==> src/rtl/midi_msg_decoder.sv <==
`default_nettype none
// ============================================================================
// Module   : midi_msg_decoder
// Brief    : Byte-level MIDI parser with running status, SysEx skip and
//            real-time passthrough. Optional macro: MIDI_VEL0_NOTE_OFF_EN.
// Revision : 1.0 - initial release
// ============================================================================

`ifndef MIDI_CMD_SIZE
`define MIDI_CMD_SIZE         4
`define MIDI_CMD_NONE         4'd0
`define MIDI_CMD_NOTE_OFF     4'd1
`define MIDI_CMD_NOTE_ON      4'd2
`define MIDI_CMD_AFTERTOUCH   4'd3
`define MIDI_CMD_CC           4'd4
`define MIDI_CMD_PATCH_CHANGE 4'd5
`define MIDI_CMD_CH_PRESSURE  4'd6
`define MIDI_CMD_PITCH_BEND   4'd7
`define MIDI_CMD_SYS          4'd8
`endif

module midi_msg_decoder #(
    parameter bit REALTIME_OUT = 1'b1
) (
    input  logic                      clk,
    input  logic                      reset,
    input  logic                      rx_rdy,
    input  logic [7:0]                rx_byte,
    output logic                      midi_rdy,
    output logic [`MIDI_CMD_SIZE-1:0] midi_cmd,
    output logic [3:0]                midi_ch_sysn,
    output logic [6:0]                midi_data0,
    output logic [6:0]                midi_data1
);

    typedef enum logic [1:0] {
        ST_IDLE  = 2'd0,
        ST_DATA0 = 2'd1,
        ST_DATA1 = 2'd2,
        ST_SYSEX = 2'd3
    } state_t;

    state_t                    r_state, w_state_nxt;
    logic [3:0]                r_rs_hi, w_rs_hi_nxt;
    logic [3:0]                r_rs_ch, w_rs_ch_nxt;
    logic [6:0]                r_data0, w_data0_nxt;

    logic                      w_emit;
    logic [`MIDI_CMD_SIZE-1:0] w_cmd;
    logic [3:0]                w_ch;
    logic [6:0]                w_d0;
    logic [6:0]                w_d1;
    logic                      w_one_byte;

    logic                      r_midi_rdy;
    logic [`MIDI_CMD_SIZE-1:0] r_midi_cmd;
    logic [3:0]                r_midi_ch_sysn;
    logic [6:0]                r_midi_data0;
    logic [6:0]                r_midi_data1;

    function automatic logic [`MIDI_CMD_SIZE-1:0] f_map_cmd(input logic [3:0] hi);
        case (hi)
            4'h8:    f_map_cmd = `MIDI_CMD_NOTE_OFF;
            4'h9:    f_map_cmd = `MIDI_CMD_NOTE_ON;
            4'hA:    f_map_cmd = `MIDI_CMD_AFTERTOUCH;
            4'hB:    f_map_cmd = `MIDI_CMD_CC;
            4'hC:    f_map_cmd = `MIDI_CMD_PATCH_CHANGE;
            4'hD:    f_map_cmd = `MIDI_CMD_CH_PRESSURE;
            4'hE:    f_map_cmd = `MIDI_CMD_PITCH_BEND;
            default: f_map_cmd = `MIDI_CMD_NONE;
        endcase
    endfunction

    assign w_one_byte = (r_rs_hi == 4'hC) || (r_rs_hi == 4'hD);

    always_comb begin
        w_state_nxt = r_state;
        w_rs_hi_nxt = r_rs_hi;
        w_rs_ch_nxt = r_rs_ch;
        w_data0_nxt = r_data0;
        w_emit      = 1'b0;
        w_cmd       = `MIDI_CMD_NONE;
        w_ch        = 4'd0;
        w_d0        = 7'd0;
        w_d1        = 7'd0;
        if (rx_rdy) begin
            if (rx_byte[7]) begin
                if (rx_byte[7:4] != 4'hF) begin
                    w_state_nxt = ST_DATA0;
                    w_rs_hi_nxt = rx_byte[7:4];
                    w_rs_ch_nxt = rx_byte[3:0];
                end else if (rx_byte[3]) begin
                    // Real-time bytes are transparent to the parser state
                    if (REALTIME_OUT) begin
                        w_emit = 1'b1;
                        w_cmd  = `MIDI_CMD_SYS;
                        w_ch   = rx_byte[3:0];
                    end
                end else begin
                    w_state_nxt = (rx_byte == 8'hF0) ? ST_SYSEX : ST_IDLE;
                    w_rs_hi_nxt = 4'd0;
                    w_rs_ch_nxt = 4'd0;
                end
            end else begin
                case (r_state)
                    ST_DATA0: begin
                        if (w_one_byte) begin
                            w_emit = 1'b1;
                            w_cmd  = f_map_cmd(r_rs_hi);
                            w_ch   = r_rs_ch;
                            w_d0   = rx_byte[6:0];
                        end else begin
                            w_data0_nxt = rx_byte[6:0];
                            w_state_nxt = ST_DATA1;
                        end
                    end
                    ST_DATA1: begin
                        w_emit      = 1'b1;
                        w_cmd       = f_map_cmd(r_rs_hi);
                        w_ch        = r_rs_ch;
                        w_d0        = r_data0;
                        w_d1        = rx_byte[6:0];
                        w_state_nxt = ST_DATA0;
`ifdef MIDI_VEL0_NOTE_OFF_EN
                        if ((w_cmd == `MIDI_CMD_NOTE_ON) && (w_d1 == 7'd0)) begin
                            w_cmd = `MIDI_CMD_NOTE_OFF;
                        end
`else
`endif
                    end
                    default: ;
                endcase
            end
        end
    end

    always_ff @(posedge clk or negedge reset) begin
        if (!reset) begin
            r_state <= ST_IDLE;
            r_rs_hi <= 4'd0;
            r_rs_ch <= 4'd0;
            r_data0 <= 7'd0;
        end else begin
            r_state <= w_state_nxt;
            r_rs_hi <= w_rs_hi_nxt;
            r_rs_ch <= w_rs_ch_nxt;
            r_data0 <= w_data0_nxt;
        end
    end

    // Event fields only move together with the strobe and hold otherwise
    always_ff @(posedge clk or negedge reset) begin
        if (!reset) begin
            r_midi_rdy     <= 1'b0;
            r_midi_cmd     <= `MIDI_CMD_NONE;
            r_midi_ch_sysn <= 4'd0;
            r_midi_data0   <= 7'd0;
            r_midi_data1   <= 7'd0;
        end else begin
            r_midi_rdy <= w_emit;
            if (w_emit) begin
                r_midi_cmd     <= w_cmd;
                r_midi_ch_sysn <= w_ch;
                r_midi_data0   <= w_d0;
                r_midi_data1   <= w_d1;
            end
        end
    end

    assign midi_rdy     = r_midi_rdy;
    assign midi_cmd     = r_midi_cmd;
    assign midi_ch_sysn = r_midi_ch_sysn;
    assign midi_data0   = r_midi_data0;
    assign midi_data1   = r_midi_data1;

endmodule

`default_nettype wire

==> config.mk <==
export PLATFORM = sky130hd
export DESIGN_NAME = midi_msg_decoder
export DESIGN_NICKNAME = d
export VERILOG_FILES = /design/src/rtl/midi_msg_decoder.sv
export SDC_FILE = /design/constraint.sdc
export NUM_CORES = 1
export LEC_CHECK = 0
export ABC_CLOCK_PERIOD_IN_PS = 5800
export CAP_MARGIN = 20
export CORE_MARGIN = 1.5
export CORE_UTILIZATION = 56
export CTS_CLUSTER_DIAMETER = 60
export CTS_CLUSTER_SIZE = 28
export DETAILED_ROUTE_END_ITERATION = 8
export PLACE_DENSITY_LB_ADDON = 0.08
export SLEW_MARGIN = 10
export SYNTH_ARGS = -nofsm -noshare
export SYNTH_HDL_FRONTEND = slang
export SYNTH_SLANG_ARGS = --single-unit
==> constraint.sdc <==
create_clock -name clk -period 5.8 [get_ports clk]
set_clock_uncertainty 0.15 [all_clocks]
set_input_delay 0.87 -clock clk [delete_from_list [all_inputs] [get_ports clk]]
set_output_delay 0.87 -clock clk [all_outputs]
set_load 0.02 [all_outputs]
==> flow_metrics.env <==
export IMPL_yosys_area_top_type="dfrtp_1"
export IMPL_outcome="finished clean"
export IMPL_grt_overflow_total=0
export IMPL_relSlewSlack=0.450
export IMPL_ys_ff_latch=40
export IMPL_hp_start="midi_cmd[3]"
export IMPL_clockRootBuffer="clkbuf_4"
export IMPL_crit_slowest_cell="clkdlybuf4s50_1"
export IMPL_cts_tree="yes"
export IMPL_ant_nets=0
export IMPL_globalRouteTotalUtil=0.237
export IMPL_synthArstFlopShare=1.00
export IMPL_ys_seq_area_frac=0.525
export IMPL_wirelength_um=3930
export IMPL_area_delta_synth_final_pct=21.2
export IMPL_setup_slack_ns=2.98
export IMPL_synth_area_um2=1910
export IMPL_critPathLaunchType="primary input"
export IMPL_drcViolationCount=0
export IMPL_worstMarginPinSlew_ns=0.826
export IMPL_cap_violations=0
export IMPL_p_leak_nw=1.02
export IMPL_drive_gt1_frac=0.155
export IMPL_start_util=0.576
export IMPL_diodes=0
export IMPL_grt_use_met2=0.353
export IMPL_endpoint_kind="register"
export IMPL_place_ws_ns=2.62
export IMPL_avgSynthCellArea_um2=11.0
export IMPL_synth_top_cells_by_area="dfrtp_1, mux2_2, nand2_1, mux2i_1, nor2_1"
export IMPL_cts_hold_buf=0
export IMPL_grt_start_max_net_pins=41
export IMPL_vias=1403
export IMPL_nNetsFinal=219
export IMPL_startpoint="rx_byte[7]"
export IMPL_synth_fp_nets=186
export IMPL_clock_fmax_mhz=355
export IMPL_die_x_um=61.4
export IMPL_ys_flop_type="dfrtp_1"
export IMPL_vias_per_cell=5.55
export IMPL_grt_pass1_vias=1279
export IMPL_port_buffers=33
export IMPL_grt_use_met3=0.0399
export IMPL_post_dp_hpwl_um=2800
export IMPL_hold_path_class="register to register"
export IMPL_clk_latency_ns=0.35
export IMPL_reg2reg_from="r_state[0]"
export IMPL_crit_chain="clkdlybuf4s50_1 -> or2_1 -> o21bai_4 -> a21bo_4 -> clkinv_4 -> mux2_2"
export IMPL_num_io_pins=34
export IMPL_cts_sinks=40
export IMPL_drt_iter0_drc=53
export IMPL_path_max_fanout=18
export IMPL_die_y_um=61.4
export IMPL_cts_buffers=5
export IMPL_yosys_warnings=0
export IMPL_routedWlPerCell_um=15.5
export IMPL_core_area_um2=3310
export IMPL_setup_viol=0
export IMPL_clkTransAtPathRegs_ns=0.12
export IMPL_final_max_slew_viol_count=0
export IMPL_power_density_nw_per_um2=423
export IMPL_grt_first_pass_wirelength_um=6240
export IMPL_antenna_found_initial=0
export IMPL_cts_resized=0
export IMPL_gp_congestion=0.837
export IMPL_num_rows=21
export IMPL_synth_edf_count=0
export IMPL_met1_usage=0.341
export IMPL_dr_pass1_iters=4
export IMPL_required_ns=5.89
export IMPL_crit_arrival_ns=2.91
export IMPL_cts_max_path_buffers=2
export IMPL_dieArea_um2=3770
export IMPL_tns_ns=0
export IMPL_synthesis_instances=173
export IMPL_post_cts_buffers=0
export IMPL_max_vdd_ir_drop_uv=207
export IMPL_ys_types=36
export IMPL_grt_busiest_layer="met2"
export IMPL_rsz0062_at_grt="no"
export IMPL_crit_type="primary input to register"
export IMPL_min_period_ns=2.82
export IMPL_h_tree_depth=2
export IMPL_holdWs_ns=0.353
export IMPL_finalHoldViolations=0
export IMPL_yosys_area_top_type_share=0.525
export IMPL_fin_crit_sh=0.486
export IMPL_cpPeakStageDelay_ns=0.57
[cell usage after synthesis (all sizes together) (2+ instances only)]
master  number
dfrtp       40
nor2        15
a22oi        7
ha           2
nand2       29
inv         10
a221o        3
a21oi        3
nand4        2
mux2i        8
o21ai        9
clkbuf       3
nor3         2
buf          4
mux2        18
a21o         2
[logic make-up after synthesis]
kind of cell | count (synthesis) | share of synthesized area
xor gates and xnor gates | 1 | 0.00459
AOI/OAI and AO/OA | 28 | 0.110
DFF | 40 | 0.525
muxes | 26 | 0.150
adders and majority gates | 2 | 0.0131
buffers and inverters | 18 | 0.0551
and+or+nand+nor | 58 | 0.143
[final timing paths]
kind,slack [ns],cells past startpoint,endpoint
min in group asynchronous,0.45,1,midi_data1[3]
setup reg to reg,3.46,7,midi_cmd[0]
max in group asynchronous,4.52,1,r_state[0]
hold reg to reg,0.35,1,midi_cmd[3]
setup / recovery,2.98,6,midi_cmd[0]
hold / removal,0.35,1,midi_cmd[3]
[cell type report]
class	count	area (µm²)
clock inverter	3	42.5
clock buffer	5	37.5
sequential	40	1000
timing repair buffer	33	325
fill	268	998
inverter	11	46.3
tap	46	57.6
multi-input combinational	115	802
[stage by stage]
stage	total power, mW	instances	cell area (µm²)	utilization
2_1_floorplan	0.659	173	1910	-
3_3_place_gp	0.790	245	2230	0.674
3_5_place_dp	0.802	245	2230	0.674
4_1_cts	0.983	253	2310	0.698
5_1_grt	1.04	253	2310	0.698
6_report	0.978	253	2310	0.698
[critical path: cells and delay by family]
kind,cells,cell delay [ns]
compound gates,2,0.52
buf+inv,2,0.73
mux,1,0.35
simple gates,1,0.43
[flip-flops by register name, summed over array words and instances (netlist names)]
register,flops
midi_ch_sysn,4
midi_cmd,4
midi_data0,7
midi_data1,7
midi_rdy,1
r_data0,7
r_rs_ch,4
r_rs_hi,4
r_state,2
[routing by layer]
metal | wire, µm | up-vias | part of all wire
met1 | 1760 | 682 | 0.45
met4 | 65 | 0 | 0.017
met5 | 0 | - | 0
met2 | 1850 | 50 | 0.47
li1 | - | 664 | -
met3 | 259 | 7 | 0.066
[cells in the final DEF, fill, tap and decap left out, types with 2 or more instances in the layout]
| master | n |
|---|---|
| dfrtp_1 | 40 |
| clkdlybuf4s50_1 | 32 |
| nand2_1 | 29 |
| mux2_2 | 17 |
| nor2_1 | 15 |
| inv_1 | 10 |
| o21ai_0 | 9 |
| mux2i_1 | 8 |
| a22oi_1 | 7 |
| clkbuf_4 | 5 |
| a21oi_1 | 3 |
| a221o_1 | 3 |
| a21o_1 | 2 |
| nand4_1 | 2 |
| ha_1 | 2 |
[where the power goes]
part,leakage (nW),switching (mW),internal (mW),total (mW)
logic,0.469,0.189,0.188,0.377
clock network,0.0412,0.0912,0.0899,0.181
registers,0.513,0.0542,0.365,0.419
(Power assumes the default switching activity.)
